$ cat config.mk
export PLATFORM = sky130hd
export DESIGN_NAME = float_to_fixed
export DESIGN_NICKNAME = d
export VERILOG_FILES = /design/src/rtl/float_fixed_pkg.sv /design/src/rtl/f2x_round_sat.sv /design/src/rtl/float_to_fixed.sv
export SDC_FILE = /design/constraint.sdc
export NUM_CORES = 1
export LEC_CHECK = 0
export BUFFER_PORTS_ARGS = -buffer_cell sky130_fd_sc_hd__buf_2
export CAP_MARGIN = 20
export CELL_PAD_IN_SITES_DETAIL_PLACEMENT = 1
export CELL_PAD_IN_SITES_GLOBAL_PLACEMENT = 2
export CORE_MARGIN = 5
export CORE_UTILIZATION = 36
export DETAILED_ROUTE_END_ITERATION = 10
export GPL_TIMING_DRIVEN = 0
export PLACE_DENSITY_LB_ADDON = 0.1
export SLEW_MARGIN = 20
export SYNTH_ARGS = -nofsm -noshare
export SYNTH_HDL_FRONTEND = slang
export SYNTH_HIERARCHICAL = 1
export SYNTH_SLANG_ARGS = --single-unit
$ cat constraint.sdc
create_clock -name clk -period 3.2 [get_ports clk]
set_clock_uncertainty 0.15 [all_clocks]
set_input_delay 0.16 -clock clk [delete_from_list [all_inputs] [get_ports clk]]
set_output_delay 0.16 -clock clk [all_outputs]
set_load 0.005 [all_outputs]
$ cat src/rtl/float_fixed_pkg.sv
// Shared types for the float -> fixed narrowing converters.
package float_fixed_pkg;

  // Input classification after unpacking.
  typedef enum logic [1:0] {
    CLS_ZERO,
    CLS_NORMAL,
    CLS_INF,
    CLS_NAN
  } fclass_e;

  // Exponent bias for an exponent field of the given width.
  function automatic int bias(input int exp_width);
    return (1 << (exp_width - 1)) - 1;
  endfunction

  // Width-independent part of every pipeline record. The parameterized
  // fields (exponent, significand, magnitude) travel alongside it.
  typedef struct packed {
    logic    vld;
    logic    sign;
    fclass_e cls;
  } f2x_tag_t;

endpackage

$ cat src/rtl/f2x_round_sat.sv
// Registered round-to-nearest-even, saturation and sign application.
module f2x_round_sat
  import float_fixed_pkg::*;
#(
  parameter int FIXED_WIDTH = 12
) (
  input  logic                          clk,
  input  logic                          areset,
  input  logic                          vld_i,
  input  logic                          sign_i,
  input  fclass_e                       cls_i,
  input  logic [FIXED_WIDTH:0]          mag_i,
  input  logic                          guard_i,
  input  logic                          sticky_i,
  input  logic                          ovf_i,
  output logic                          vld_o,
  output logic signed [FIXED_WIDTH-1:0] q_o,
  output logic                          ovf_o,
  output logic                          inv_o
);

  // Limits on the rounded magnitude, one bit wider than mag_i to hold the carry.
  localparam logic [FIXED_WIDTH+1:0] POS_LIM = {3'b000, {(FIXED_WIDTH-1){1'b1}}};
  localparam logic [FIXED_WIDTH+1:0] NEG_LIM = {3'b001, {(FIXED_WIDTH-1){1'b0}}};
  localparam logic [FIXED_WIDTH-1:0] Q_MAX   = {1'b0, {(FIXED_WIDTH-1){1'b1}}};
  localparam logic [FIXED_WIDTH-1:0] Q_MIN   = {1'b1, {(FIXED_WIDTH-1){1'b0}}};

  logic                   rnd;
  logic [FIXED_WIDTH+1:0] mag_r;
  logic [FIXED_WIDTH-1:0] mag_f;
  logic [FIXED_WIDTH-1:0] q_d;
  logic                   ovf_d, inv_d;

  // Round, then pick saturated, NaN or signed result.
  always_comb begin
    rnd   = guard_i & (sticky_i | mag_i[0]);
    mag_r = {1'b0, mag_i} + {{(FIXED_WIDTH+1){1'b0}}, rnd};
    mag_f = mag_r[FIXED_WIDTH-1:0];
    q_d   = '0;
    ovf_d = 1'b0;
    inv_d = 1'b0;
    if (cls_i == CLS_NAN) begin
      inv_d = 1'b1;
    end else if ((cls_i == CLS_INF) || ovf_i ||
                 (mag_r > (sign_i ? NEG_LIM : POS_LIM))) begin
      ovf_d = 1'b1;
      q_d   = sign_i ? Q_MIN : Q_MAX;
    end else begin
      q_d   = sign_i ? (~mag_f + 1'b1) : mag_f;
    end
  end

  // Results only update on a valid slot; otherwise the last one holds.
  always_ff @(posedge clk or posedge areset) begin
    if (areset) begin
      vld_o <= 1'b0;
      q_o   <= '0;
      ovf_o <= 1'b0;
      inv_o <= 1'b0;
    end else begin
      vld_o <= vld_i;
      if (vld_i) begin
        q_o   <= q_d;
        ovf_o <= ovf_d;
        inv_o <= inv_d;
      end
    end
  end

endmodule

$ cat src/rtl/float_to_fixed.sv
// Float -> signed fixed converter: input register, classify, align, then
// round/saturate in f2x_round_sat. Result appears 3 edges after sampling.
module float_to_fixed
  import float_fixed_pkg::*;
#(
  parameter int FIXED_WIDTH = 12,
  parameter int EXP_WIDTH   = 8,
  parameter int MANT_WIDTH  = 23
) (
  input  logic                                clk,
  input  logic                                areset,
  input  logic                                in_valid,
  input  logic [EXP_WIDTH+MANT_WIDTH:0]       a,
  output logic                                q_valid,
  output logic signed [FIXED_WIDTH-1:0]       q,
  output logic                                overflow,
  output logic                                invalid
);

  localparam int AW  = EXP_WIDTH + MANT_WIDTH + 1;
  // Aligned value scaled by 2^(MANT_WIDTH+1): integer part on top,
  // guard at bit MANT_WIDTH, sticky source below it.
  localparam int XW  = MANT_WIDTH + FIXED_WIDTH + 2;
  localparam int SHW = $clog2(FIXED_WIDTH + 1);
  localparam logic signed [EXP_WIDTH:0] BIAS_E = (EXP_WIDTH+1)'(bias(EXP_WIDTH));
  localparam logic signed [EXP_WIDTH:0] E_M1   = -1;
  localparam logic signed [EXP_WIDTH:0] E_FW   = (EXP_WIDTH+1)'(FIXED_WIDTH);

  // Input capture
  logic                in_vld_q;
  logic [AW-1:0]       a_q;

  // Stage 1 record
  f2x_tag_t                   s1_tag_d, s1_tag_q;
  logic signed [EXP_WIDTH:0]  s1_e_d, s1_e_q;
  logic [MANT_WIDTH:0]        s1_sig_d, s1_sig_q;

  // Stage 2 record
  f2x_tag_t                   s2_tag_q;
  logic [FIXED_WIDTH:0]       s2_mag_d, s2_mag_q;
  logic                       s2_g_d, s2_g_q;
  logic                       s2_s_d, s2_s_q;
  logic                       s2_ovf_d, s2_ovf_q;

  logic [EXP_WIDTH-1:0]  a_exp;
  logic [MANT_WIDTH-1:0] a_mant;
  logic [XW-1:0]         x_ext;
  logic [SHW-1:0]        sh;

  // Register the raw request; data only loads on a valid cycle.
  always_ff @(posedge clk or posedge areset) begin
    if (areset) begin
      in_vld_q <= 1'b0;
      a_q      <= '0;
    end else begin
      in_vld_q <= in_valid;
      if (in_valid) a_q <= a;
    end
  end

  // Stage 1: unpack and classify; denormals count as zero.
  always_comb begin
    a_exp         = a_q[AW-2:MANT_WIDTH];
    a_mant        = a_q[MANT_WIDTH-1:0];
    s1_tag_d.vld  = in_vld_q;
    s1_tag_d.sign = a_q[AW-1];
    s1_e_d        = $signed({1'b0, a_exp}) - BIAS_E;
    s1_sig_d      = {1'b1, a_mant};
    if (a_exp == '0)
      s1_tag_d.cls = CLS_ZERO;
    else if (a_exp == '1)
      s1_tag_d.cls = (a_mant != '0) ? CLS_NAN : CLS_INF;
    else
      s1_tag_d.cls = CLS_NORMAL;
  end

  // Stage 1 registers
  always_ff @(posedge clk or posedge areset) begin
    if (areset) begin
      s1_tag_q <= '0;
      s1_e_q   <= '0;
      s1_sig_q <= '0;
    end else begin
      s1_tag_q <= s1_tag_d;
      s1_e_q   <= s1_e_d;
      s1_sig_q <= s1_sig_d;
    end
  end

  // Stage 2: shift the significand left by e+1 into the scaled field; this
  // covers both the right-shift (fraction kept as guard/sticky) and the
  // pure left-shift case where guard and sticky fall out as zero.
  always_comb begin
    s2_mag_d = '0;
    s2_g_d   = 1'b0;
    s2_s_d   = 1'b0;
    s2_ovf_d = 1'b0;
    x_ext    = '0;
    sh       = '0;
    if (s1_tag_q.cls == CLS_NORMAL) begin
      if (s1_e_q >= E_FW) begin
        s2_ovf_d = 1'b1;
      end else if (s1_e_q >= E_M1) begin
        sh       = SHW'(s1_e_q - E_M1);
        x_ext    = XW'(s1_sig_q) << sh;
        s2_mag_d = x_ext[XW-1 -: FIXED_WIDTH+1];
        s2_g_d   = x_ext[MANT_WIDTH];
        s2_s_d   = |x_ext[MANT_WIDTH-1:0];
      end
    end
  end

  // Stage 2 registers
  always_ff @(posedge clk or posedge areset) begin
    if (areset) begin
      s2_tag_q <= '0;
      s2_mag_q <= '0;
      s2_g_q   <= 1'b0;
      s2_s_q   <= 1'b0;
      s2_ovf_q <= 1'b0;
    end else begin
      s2_tag_q <= s1_tag_q;
      s2_mag_q <= s2_mag_d;
      s2_g_q   <= s2_g_d;
      s2_s_q   <= s2_s_d;
      s2_ovf_q <= s2_ovf_d;
    end
  end

  f2x_round_sat #(.FIXED_WIDTH(FIXED_WIDTH)) u_round_sat (
    .clk      (clk),
    .areset   (areset),
    .vld_i    (s2_tag_q.vld),
    .sign_i   (s2_tag_q.sign),
    .cls_i    (s2_tag_q.cls),
    .mag_i    (s2_mag_q),
    .guard_i  (s2_g_q),
    .sticky_i (s2_s_q),
    .ovf_i    (s2_ovf_q),
    .vld_o    (q_valid),
    .q_o      (q),
    .ovf_o    (overflow),
    .inv_o    (invalid)
  );

endmodule
==> results of run 1 <==
-- logic make-up (layout without fill, tap and decap cells) --
| logic type | after synthesis | in the layout | synth area share |
|---|---|---|---|
| flip-flops | 105 | 105 | 0.4617 |
| AO/OA/AOI/OAI | 98 | 98 | 0.1216 |
| adder cells (fa/ha/maj) | 19 | 19 | 0.04178 |
| AND/OR/NAND/NOR | 161 | 161 | 0.1592 |
| multiplexers | 62 | 62 | 0.1427 |
| XOR/XNOR | 17 | 17 | 0.02749 |
| other | 1 | 1 | 0.0006590 |
| buffers and inverters | 47 | 170 | 0.04485 |
-- stage by stage --
step | area, sq um | worst slack, ns | util
after global routing | 7246 | -0.1353 | 0.4611
final | 7246 | 0.03196 | 0.4611
after floorplan | 5692 | 0.06870 | -
after CTS | 7074 | -0.01105 | 0.4502
after global placement | 6207 | -0.4938 | 0.3950
after detailed placement | 6237 | -0.5369 | 0.3970
-- worst reg2reg max path: stages, from the launching register on --
cell and delay [ns]:
dfrtp_1 0.39, and2_4 0.17, ha_4 0.18, nand2_8 0.08, nor4_4 0.30, xnor2_2 0.19, inv_2 0.08, ha_4 0.27
nand4_1 0.13, o22ai_1 0.20, a2bb2o_4 0.24, o211ai_1 0.10, buf_4 0.16, buf_6 0.12, nor3_1 0.06, a221o_1 0.26
-- cells in the mapped netlist, types with 7 or more instances --
| cell type | count |
|---|---|
| nand2_1 | 29 |
| xnor2_1 | 7 |
| nor4_1 | 13 |
| nor2_1 | 27 |
| a211oi_1 | 17 |
| inv_1 | 20 |
| and2_1 | 7 |
| nor2b_1 | 7 |
| o21ai_0 | 18 |
| nor3_1 | 13 |
| or3_1 | 9 |
| nand3_1 | 14 |
| a21oi_1 | 23 |
| nand4_1 | 11 |
| mux2i_1 | 17 |
| buf_2 | 10 |
| ha_1 | 19 |
| dfrtp_1 | 105 |
| mux2_2 | 35 |
| xor2_1 | 9 |
-- repair_timing --
action                                 CTS  global route
endpoints found under the hold margin   83             0
setup buffers                           10            11
setup endpoints to repair               13            13
hold buffers                            34             0
gates cloned                             1             1
resized for setup                       25            22
pin swaps                                7            18
-- per-layer routing --
layer | GRT usage | vias to the layer above | part of all wire
met1 | 0.2041 | 2217 | 0.43
li1 | - | 2145 | -
met4 | 0.08231 | 0 | 0.030
met5 | 0 | - | 0
met2 | 0.2951 | 68 | 0.51
met3 | 0.02563 | 28 | 0.024
-- where the power goes --
| part | switching (uW) | leakage, uW | total (uW) | internal, uW |
|---|---|---|---|---|
| Clock | 526 | 0.000144 | 1090 | 567 |
| Combinational | 659 | 0.00173 | 1250 | 590 |
| Sequential | 138 | 0.00127 | 1630 | 1490 |
-- area by class of cell --
| type | count | area [sq um] | area share |
|---|---|---|---|
| Sequential cell | 105 | 2630 | 0.3630 |
| Clock buffer | 10 | 239.0 | 0.03298 |
| Tap cell | 216 | 270.3 | 0.03730 |
| Clock inverter | 6 | 61.31 | 0.008461 |
| Multi-Input combinational cell | 358 | 2989 | 0.4125 |
| Buffer | 26 | 193.9 | 0.02677 |
| Inverter | 21 | 81.33 | 0.01122 |
| Timing Repair Buffer | 107 | 780.7 | 0.1078 |
-- sequential cells by signal, indices dropped and copies added (netlist names) --
| signal | count |
|---|---|
| s1_sig_q | 24 |
| s1_e_q | 9 |
| u_round_sat/q_o | 12 |
| s2_ovf_q | 1 |
| u_round_sat/inv_o | 1 |
| a_q | 32 |
| in_vld_q | 1 |
| s2_tag_q | 4 |
| u_round_sat/vld_o | 1 |
| u_round_sat/ovf_o | 1 |
| s2_s_q | 1 |
| s2_mag_q | 13 |
| s1_tag_q | 4 |
| s2_g_q | 1 |
-- worst max path at each step --
stage	endpoint	slack, ns	cells after the start
after floorplan	u_round_sat/q_o[10]	0.07	14
after global placement	u_round_sat/q_o[10]	-0.49	14
after detailed placement	u_round_sat/q_o[10]	-0.54	14
after CTS	u_round_sat/q_o[4]	-0.01	15
after global routing	u_round_sat/q_o[5]	-0.14	14
final	u_round_sat/q_o[5]	0.03	15
==> results by group, run 1 <==
Status
  – Outcome: complete, no violations

Global routing
  – Initial antenna violation count: 0
  – Number of global-route vias before repair: 4845
  – Total Routing Usage GR: 0.1692
  – Overflow left after global routing: 0
  – Largest net degree at the start of global routing: 56
  – First-pass GRT wire length: around 25000 microns

Critical path
  – Worst Setup End Kind: flip-flop
  – Critical Path AT: 3.27 ns
  – Crit-path leading delay family: compound AO/OA/AOI/OAI gates
  – CP Launch Type: flip-flop
  – Crit-path cells: and2_4, ha_4, nand2_8, nor4_4, xnor2_2, inv_2, ha_4, nand4_1, o22ai_1, a2bb2o_4, o211ai_1, buf_4, buf_6, nor3_1, a221o_1
  – Reg2reg end: u_round_sat/q_o[5]
  – CP max stage cell: dfrtp_1
  – Launch point of the worst path: s2_g_q
  – Critical Path RT: roughly 3.3 ns
  – Critical Setup Path Class: flip-flop to flip-flop
  – Max incr delay on CP: a little under 0.4 ns
  – R2R Setup Slk: 0.03 ns
  – Most frequent CP cell: ha_4
  – CP bufs+invs: 3
  – R2R cell count: 15
  – Critical-path maximum fanout: 6
  – R2R Path Start: s2_g_q

Clock tree
  – CTS buffer count: 9
  – CTS Buffer Depth: 2
  – Worst-path clk slew: 0.08 ns
  – Worst-Skew Late Latency: 0.35 ns
  – H-Tree Depth: 3
  – Clock root buffer: clkbuf_16
  – CTS Sinks: between 100 and 150
  – CTS tree: done

Cells and area
  – Non-Filler Instances: 849
  – Area Growth Syn to Fin: 27.33%
  – Layout cells sized above 1: 0.3017
  – Most frequent cells in the layout: dfrtp_1, buf_2, mux2_2, dlygate4sd3_1, nand2_1
  – N_diodes: 0
  – Layout fillers: 1718
  – Most common cell after layout, fill and taps aside: dfrtp_1
  – Nets: 682

STA
  – Final worst path period share: 0.9900
  – Total negative slack: 0 ns
  – Worst slew pin tran: between 0.8 and 0.9 ns
  – RSZ-0062 raised after global routing: yes
  – Min Hold Slack: 0.1993 ns
  – Fin. Hold Viols: 0
  – Final setup fails: 0
  – Max-slew violation count: 0
  – Max_slew headroom: 0.4535
  – Max Fclk: 315.7 MHz
  – Fin crit period: 3.168 ns

Routing
  – Total iterations of the first detailed-routing run: 6
  – Drt total wl: 14640 microns
  – DR vias: 4458
  – Drt initial violations: 195
  – DRT antenna net count: 0
  – Vias per cell: 5.251
  – Wire length per cell: 17.24 microns
  – Detailed-route DRC error count: 0

Hold path
  – Worst min path class: flip-flop to flip-flop
  – Hold EP: s2_tag_q[2]
  – Min-Delay Startpoint: s1_tag_q[2]
  – Hold-critical path depth: 0

Power and ir drop
  – Max VDD drop: between 0.2 and 0.3 mV
  – Pwr dens: ~550 nW/um^2
  – Total power: between 3000 and 4000 uW
  – Cell leakage power: around 0.0031 uW

Yosys
  – Syn Nets: 564
  – Number of synthesized flops with an enable pin: 0
  – Syn avg cell area: 11.16 sq um
  – Post-Syn Instances: 510
  – Synth top area share: 0.4617
  – Synth area leader: dfrtp_1
  – Synth top area cells: dfrtp_1, mux2_2, ha_1
  – Yosys cell types: 72
  – Async set-reset flop share out of synthesis: 1.000
  – Yosys warning total: 6
  – FF+latch count, synth: approximately 110
  – Sequential-to-total area share from yosys stat: 0.4617
  – Mapped Area: between 5000 and 6000 sq um
  – Primary FF master, synth: dfrtp_1

Floorplan
  – Die area: 18420 sq um
  – Rows: 46
  – Io pins: 50
  – Starting Density: 0.3622
  – Die height: ~140 microns
  – Die X-Extent: 135.7 microns
  – Core area: 15710 sq um

Place
  – Port bufs: 49
  – HPWL after DPL: 11000 microns
  – Placed Cells incl. Taps: 776
  – Final estimated routing congestion in global placement: 0.8585

Run
  – Max Cap Viol: 0
(Power assumes the default switching activity.)
==> run 2, diff against run 1 <==
Settings changed: BUFFER_PORTS_ARGS -buffer_cell sky130_fd_sc_hd__buf_2 to -buffer_cell sky130_fd_sc_hd__buf_4.
==> run 2 against run 1 <==
  * Worst hold slack barely moved
  * Sequential share of layout area fell by 0.31 points
  * Sequential power barely moved
  * Non-clock buffer count fell by 9
==> results by group, run 2 (synthesized netlist as in run 1, its figures left out) <==
Hold path
  – Min-Delay Startpoint: s1_tag_q[2] (unchanged)
  – Worst min path class: flip-flop to flip-flop (unchanged)

Place
  – Port bufs: 49 (unchanged)
  – Final estimated routing congestion in global placement: 0.8341 (was 0.8585)
  – HPWL after DPL: 10780 microns (was 11000 microns)
  – Placed Cells incl. Taps: 776 (unchanged)
  – Placed Area: 6360 sq um (was 6237 sq um)
  – Place WS: -0.5156 ns (was -0.5369 ns)

Clock tree
  – H-Tree Depth: 3 (unchanged)
  – CTS Sinks: 105 (unchanged)
  – CTS Buffer Depth: 2 (unchanged)
  – Worst-path clk slew: 0.07 ns (was 0.08 ns)
  – Clock root buffer: clkbuf_16 (unchanged)
  – CTS buffer count: 9 (unchanged)
  – CTS tree: done (unchanged)
  – Worst-Skew Late Latency: 0.35 ns (about the same)

STA
  – Worst slew pin tran: 0.8207 ns (was 0.8198 ns)
  – Fin crit period: 3.192 ns (was 3.168 ns)
  – Final WS setup: 0.007871 ns (was 0.03196 ns)
  – Max Fclk: 313.3 MHz (was 315.7 MHz)
  – RSZ-0062 raised after global routing: yes (unchanged)
  – Final setup fails: 0 (unchanged)
  – Max-slew violation count: 0 (unchanged)
  – Fin. Hold Viols: 0 (unchanged)
  – Max_slew headroom: 0.4529 (was 0.4535)
  – Final worst path period share: 0.9975 (was 0.9900)

Critical path
  – CP Launch Type: flip-flop (unchanged)
  – Critical-path maximum fanout: 5 (was 6)
  – Critical Path RT: 3.28 ns (was 3.30 ns)
  – R2R Path Start: s2_g_q (unchanged)
  – Worst Setup End Kind: flip-flop (unchanged)
  – Max incr delay on CP: 0.41 ns (was 0.39 ns)
  – Critical Path AT: 3.27 ns (about the same)
  – CP max stage cell: dfrtp_1 (unchanged)
  – Crit-path cells: and2_4, ha_4, buf_4, nand3_2, xor2_2, inv_1, ha_1, nand4_1, nor4b_2, a2bb2o_4, o211ai_1, buf_4, buf_6, buf_4, o31ai_2, o2bb2ai_1 (was and2_4, ha_4, nand2_8, nor4_4, xnor2_2, inv_2, ha_4, nand4_1, o22ai_1, a2bb2o_4, o211ai_1, buf_4, buf_6, nor3_1, a221o_1)
  – Launch point of the worst path: s2_g_q (unchanged)
  – Critical Setup Path Class: flip-flop to flip-flop (unchanged)
  – Most frequent CP cell: buf_4 (was ha_4)

Floorplan
  – Io pins: 50 (unchanged)
  – Core area: 15710 sq um (unchanged)
  – Starting Density: 0.3622 (unchanged)
  – Die height: 135.7 microns (unchanged)
  – Die X-Extent: 135.7 microns (unchanged)
  – Die area: 18420 sq um (unchanged)
  – Rows: 46 (unchanged)

Power and ir drop
  – Max VDD drop: 0.2563 mV (was 0.2543 mV)
  – Internal power: 2642 uW (was 2646 uW)
  – Sw Share: 0.3270 (was 0.3335)
  – Switching pwr: 1284 uW (was 1324 uW)
  – Cell leakage power: 0.003146 uW (was 0.003144 uW)
  – Pwr dens: 537.1 nW/um^2 (was 548.0 nW/um^2)
  – Clock power frac: 0.262 (was 0.275)
  – Seq pwr share: 0.416 (was 0.410)
  – Combinational fraction of design power: 0.322 (was 0.315)

Routing
  – DR vias: 4362 (was 4458)
  – Vias per cell: 5.193 (was 5.251)
  – Drt initial violations: 161 (was 195)
  – Total iterations of the first detailed-routing run: 4 (was 6)
  – Wire length per cell: 16.81 microns (was 17.24 microns)
  – DRT antenna net count: 0 (unchanged)
  – Detailed-route DRC error count: 0 (unchanged)
  – Drt total wl: 14120 microns (was 14640 microns)

Cells and area
  – Most common cell after layout, fill and taps aside: dfrtp_1 (unchanged)
  – Max reg flops: 32 (unchanged)
  – Largest Register: a_q (unchanged)
  – Area Growth Syn to Fin: 28.43% (was 27.33%)
  – Non-Filler Instances: 840 (was 849)
  – N_diodes: 0 (unchanged)
  – Layout cells sized above 1: 0.2901 (was 0.3017)
  – Nets: 673 (was 682)
  – Largest registers: a_q x32, s1_sig_q x24, s2_mag_q x13 (unchanged)
  – Layout fillers: 1672 (was 1718)
  – Post-route cell area: 7308 sq um (was 7246 sq um)
  – Most frequent cells in the layout: dfrtp_1, buf_4, mux2_2, dlygate4sd3_1, nand2_1 (was dfrtp_1, buf_2, mux2_2, dlygate4sd3_1, nand2_1)

Global routing
  – Overflow left after global routing: 0 (unchanged)
  – Total Routing Usage GR: 0.1612 (was 0.1692)
  – Number of global-route vias before repair: 4541 (was 4845)
  – Initial antenna violation count: 0 (unchanged)
  – Largest net degree at the start of global routing: 56 (unchanged)
  – First-pass GRT wire length: 23610 microns (was 24720 microns)

Run
  – Max Cap Viol: 0 (unchanged)

Status
  – Outcome: complete, no violations (unchanged)
-- run 2: cell types whose count changed in the layout (fill, tap and decap cells not counted), moves of 2 or more --
cell and delta:
clkbuf_1 +2, buf_2 -50, buf_4 +40, clkinv_4 -2
-- run 2: final cells by class --
cell class / instances / area [sq um] / share of cell area
buffer: 26 / 193.9 / 0.02654
clock buffer: 11 / 232.7 / 0.03184
clock inverter: 5 / 40.04 / 0.005479
inverter: 21 / 81.33 / 0.01113
multi-input combinational: 358 / 3009 / 0.4117
sequential: 105 / 2630 / 0.3599
tap: 216 / 270.3 / 0.03698
timing repair buffer: 98 / 850.8 / 0.1164
-- run 2: timing repair --
action,CTS,global route
hold buffers,34,0
resized for setup,25,24
cloned,1,0
endpoints found under the setup margin,13,13
pin swaps,8,17
setup buffers,8,5
endpoints found under the hold margin,83,0
-- run 2: stage by stage --
step / hold slack (ns) / setup TNS (ns) / power, uW / util
after floorplan: -0.08852 / 0 / 2440 / -
after global placement: 0.1064 / -35.81 / 2804 / 0.4029
after detailed placement: 0.08586 / -4.994 / 2832 / 0.4048
after CTS: 0.2032 / 0 / 3956 / 0.4558
after global routing: 0.2084 / -1.083 / 4171 / 0.4651
final: 0.1996 / 0 / 3926 / 0.4651
-- run 2: path summary, 6_finish.rpt --
path | to | slack [ns] | cells after the start
hold reg to reg | s2_tag_q[2] | 0.20 | 0
max in group asynchronous | s1_sig_q[21] | 2.03 | 4
hold / removal | s2_tag_q[2] | 0.20 | 0
setup reg to reg | u_round_sat/q_o[1] | 0.008 | 16
setup / recovery | u_round_sat/q_o[1] | 0.008 | 16
min in group asynchronous | a_q[30] | 0.25 | 3
-- run 2: critical path, delay by kind of cell (launching register included) --
family / cells / cell delay, ns
flops: 1 / 0.41
buf+inv: 5 / 0.66
xor+xnor: 1 / 0.19
compound gates: 4 / 0.52
fa+ha+maj: 2 / 0.47
simple gates: 4 / 0.70
-- run 2: power groups by stage --
stage / clock network [uW] / logic (uW) / registers [uW]
2_1_floorplan: 0 / 820 / 1620
3_3_place_gp: 0 / 1150 / 1650
3_5_place_dp: 0 / 1170 / 1660
4_1_cts: 1070 / 1250 / 1630
5_1_grt: 1130 / 1380 / 1660
6_report: 1030 / 1260 / 1630
-- run 2: layer usage --
| metal | up-vias | routed length [microns] | global-route usage |
|---|---|---|---|
| li1 | 2120 | - | - |
| met1 | 2172 | 6156 | 0.1985 |
| met2 | 57 | 7426 | 0.2918 |
| met3 | 13 | 315 | 0.02117 |
| met4 | 0 | 224 | 0.05207 |
| met5 | - | 0 | 0 |
==> run 3, diff against run 2 <==
Settings changed: BUFFER_PORTS_ARGS -buffer_cell sky130_fd_sc_hd__buf_4 to default, CORE_UTILIZATION 36 to 43, DONT_BUFFER_PORTS from default to 1.
Clock period 3.2 ns to 3 ns, I/O delays scaled along.
==> run 3 against run 2 <==
  * The run now ends with setup timing left
  * Non-clock buffer count decreased by 41
  * Sequential power increased by 8%
  * Critical path depth decreased by 2
  * Wire length increased by 0.11%
  * Critical endpoint is now u_round_sat/q_o[5]
  * Global-route usage increased by 2.3 points
  * Cell count decreased by 9.6%
  * Worst setup slack got worse by 0.16 ns
  * Utilization increased by 6.9 points
  * Largest power group unchanged
  * First-iteration DRC count decreased by 9.9%
  * Total power increased by 5.1%
  * Die area decreased by 15%
  * Flip-flop and latch count unchanged
==> results by group, run 3 (synthesized netlist as in run 1, its figures left out) <==
Clock tree
  – CTS tree: done (unchanged)
  – Worst-Skew Late Latency: 0.35 ns (about the same)
  – Worst-path clk slew: 0.07 ns (about the same)
  – H-Tree Depth: 3 (unchanged)
  – CTS buffer count: 9 (unchanged)
  – Clock root buffer: clkbuf_16 (unchanged)
  – CTS Buffer Depth: 2 (unchanged)
  – CTS Sinks: 105 (unchanged)

STA
  – Fin. Hold Viols: 0 (unchanged)
  – Final setup fails: 12 (was 0)
  – Final worst path period share: 1.050 (was 0.9975)
  – Fin crit period: 3.149 ns (was 3.192 ns)
  – Worst slew pin tran: 0.9801 ns (was 0.8207 ns)
  – Max_slew headroom: 0.3466 (was 0.4529)
  – Final WS setup: -0.1490 ns (was 0.007871 ns)
  – Max Fclk: 317.6 MHz (was 313.3 MHz)
  – RSZ-0062 raised after global routing: yes (unchanged)
  – Max-slew violation count: 0 (unchanged)

Critical path
  – CP Launch Type: flip-flop (unchanged)
  – Critical Path RT: 3.08 ns (was 3.28 ns)
  – Worst Setup End Kind: flip-flop (unchanged)
  – Critical Path AT: 3.23 ns (was 3.27 ns)
  – Critical Setup Path Class: flip-flop to flip-flop (unchanged)
  – Critical-path maximum fanout: 10 (was 5)

Floorplan
  – Starting Density: 0.4349 (was 0.3622)
  – Die area: 15630 sq um (was 18420 sq um)
  – Core area: 13090 sq um (was 15710 sq um)
  – Io pins: 50 (unchanged)
  – Rows: 42 (was 46)
  – Die X-Extent: 125.0 microns (was 135.7 microns)
  – Die height: 125.0 microns (was 135.7 microns)

Cells and area
  – Most frequent cells in the layout: dfrtp_1, mux2_2, dlygate4sd3_1 (was dfrtp_1, buf_4, mux2_2, dlygate4sd3_1, nand2_1)
  – Nets: 632 (was 673)
  – N_diodes: 0 (unchanged)
  – Max reg flops: 32 (unchanged)
  – Area Growth Syn to Fin: 22.87% (was 28.43%)
  – Layout cells sized above 1: 0.2504 (was 0.2901)
  – Largest Register: a_q (unchanged)
  – Most common cell after layout, fill and taps aside: dfrtp_1 (unchanged)
  – Non-Filler Instances: 759 (was 840)
  – Largest registers: a_q x32, s1_sig_q x24, s2_mag_q x13 (unchanged)

Routing
  – Drt initial violations: 145 (was 161)
  – Vias per cell: 5.632 (was 5.193)
  – DR vias: 4275 (was 4362)
  – Wire length per cell: 18.63 microns (was 16.81 microns)
  – Drt total wl: 14140 microns (was 14120 microns)
  – Total iterations of the first detailed-routing run: 4 (unchanged)
  – Detailed-route DRC error count: 0 (unchanged)
  – DRT antenna net count: 0 (unchanged)

Place
  – HPWL after DPL: 10410 microns (was 10780 microns)
  – Port bufs: 0 (was 49)
  – Placed Cells incl. Taps: 687 (was 776)
  – Final estimated routing congestion in global placement: 0.7904 (was 0.8341)

Global routing
  – Number of global-route vias before repair: 4581 (was 4541)
  – Overflow left after global routing: 0 (unchanged)
  – Largest net degree at the start of global routing: 47 (was 56)
  – Initial antenna violation count: 0 (unchanged)
  – First-pass GRT wire length: 23530 microns (was 23610 microns)
  – Total Routing Usage GR: 0.1846 (was 0.1612)

Run
  – Max Cap Viol: 0 (unchanged)

Status
  – Failing checks: setup timing
  – Outcome: complete, but fails checks (was complete, no violations)

Power and ir drop
  – Pwr dens: 590.4 nW/um^2 (was 537.1 nW/um^2)
  – Total power: 4128 uW (was 3926 uW)
  – Max VDD drop: 0.3859 mV (was 0.2563 mV)
  – Cell leakage power: 0.002948 uW (was 0.003146 uW)

Hold path
  – Worst min path class: input pin to flip-flop (was flip-flop to flip-flop)
[run 3: repair_timing]
| action | 4_1_cts | 5_1_grt |
|---|---|---|
| cloned | 1 | 0 |
| endpoints found under the hold margin | 93 | 0 |
| pin swaps | 15 | 13 |
| endpoints found under the setup margin | 13 | 13 |
| buffers inserted | 19 | 2 |
| hold buffers | 34 | 0 |
| gates resized for setup | 41 | 11 |
[run 3: area by class of cell]
type,count,area [sq um]
buffer,26,193.9
clock buffer,10,229.0
clock inverter,6,48.80
fill,1369,6093
inverter,21,81.33
multi-input combinational,358,3057
sequential,105,2629
tap,176,220.2
timing repair buffer,57,533.0
[run 3: worst paths after layout]
| check | depth (start not counted) | start | slack (ns) | end |
|---|---|---|---|---|
| worst max-delay path | 14 | s2_mag_q[0] | -0.15 | u_round_sat/q_o[5] |
| worst min-delay path | 2 | in_valid | 0.19 | a_q[29] |
| worst max register to register | 14 | s2_mag_q[0] | -0.15 | u_round_sat/q_o[5] |
| worst min register to register | 0 | s1_tag_q[2] | 0.20 | s2_tag_q[2] |
| max in group asynchronous | 3 | areset | 1.85 | a_q[13] |
| min in group asynchronous | 2 | areset | 0.21 | in_vld_q |
[run 3: metal layers]
layer | track usage | share of wire | wire length (microns)
met3 | 0.03753 | 0.031 | 432
met5 | 0 | 0 | 0
met2 | 0.3376 | 0.53 | 7426
met4 | 0.06314 | 0.023 | 331
met1 | 0.2153 | 0.42 | 5948
[run 3: per-stage QoR]
step | setup WS [ns] | util | instance area, sq um | setup TNS (ns) | hold WS [ns]
floorplan | 0.006707 | - | 5715 | 0 | -0.09852
global placement | -0.5684 | 0.4536 | 5936 | -38.28 | -0.01823
detailed placement | -0.6468 | 0.4553 | 5958 | -6.218 | -0.02360
CTS | -0.1050 | 0.5286 | 6917 | -0.7791 | 0.1856
global route | -0.3559 | 0.5343 | 6992 | -3.973 | 0.2024
finish | -0.1490 | 0.5343 | 6992 | -1.219 | 0.1909
[run 3: critical path: stages (launching register included)]
cell      delay [ns]
dfrtp_1         0.38
and2_4          0.16
ha_4            0.17
nand4_1         0.14
or3_4           0.36
and2_4          0.19
inv_1           0.06
ha_1            0.22
nand4_1         0.14
o22ai_2         0.10
a2bb2o_4        0.20
o211a_1         0.22
buf_8           0.16
a21oi_1         0.07
a221o_1         0.31
[run 3: power by group]
group	switching, uW	total [uW]	leakage [uW]	internal, uW
Sequential	168	1760	0.00127	1590
Combinational	676	1260	0.00155	589
Clock	531	1110	0.000131	574
Total	1380	4130	0.00295	2750
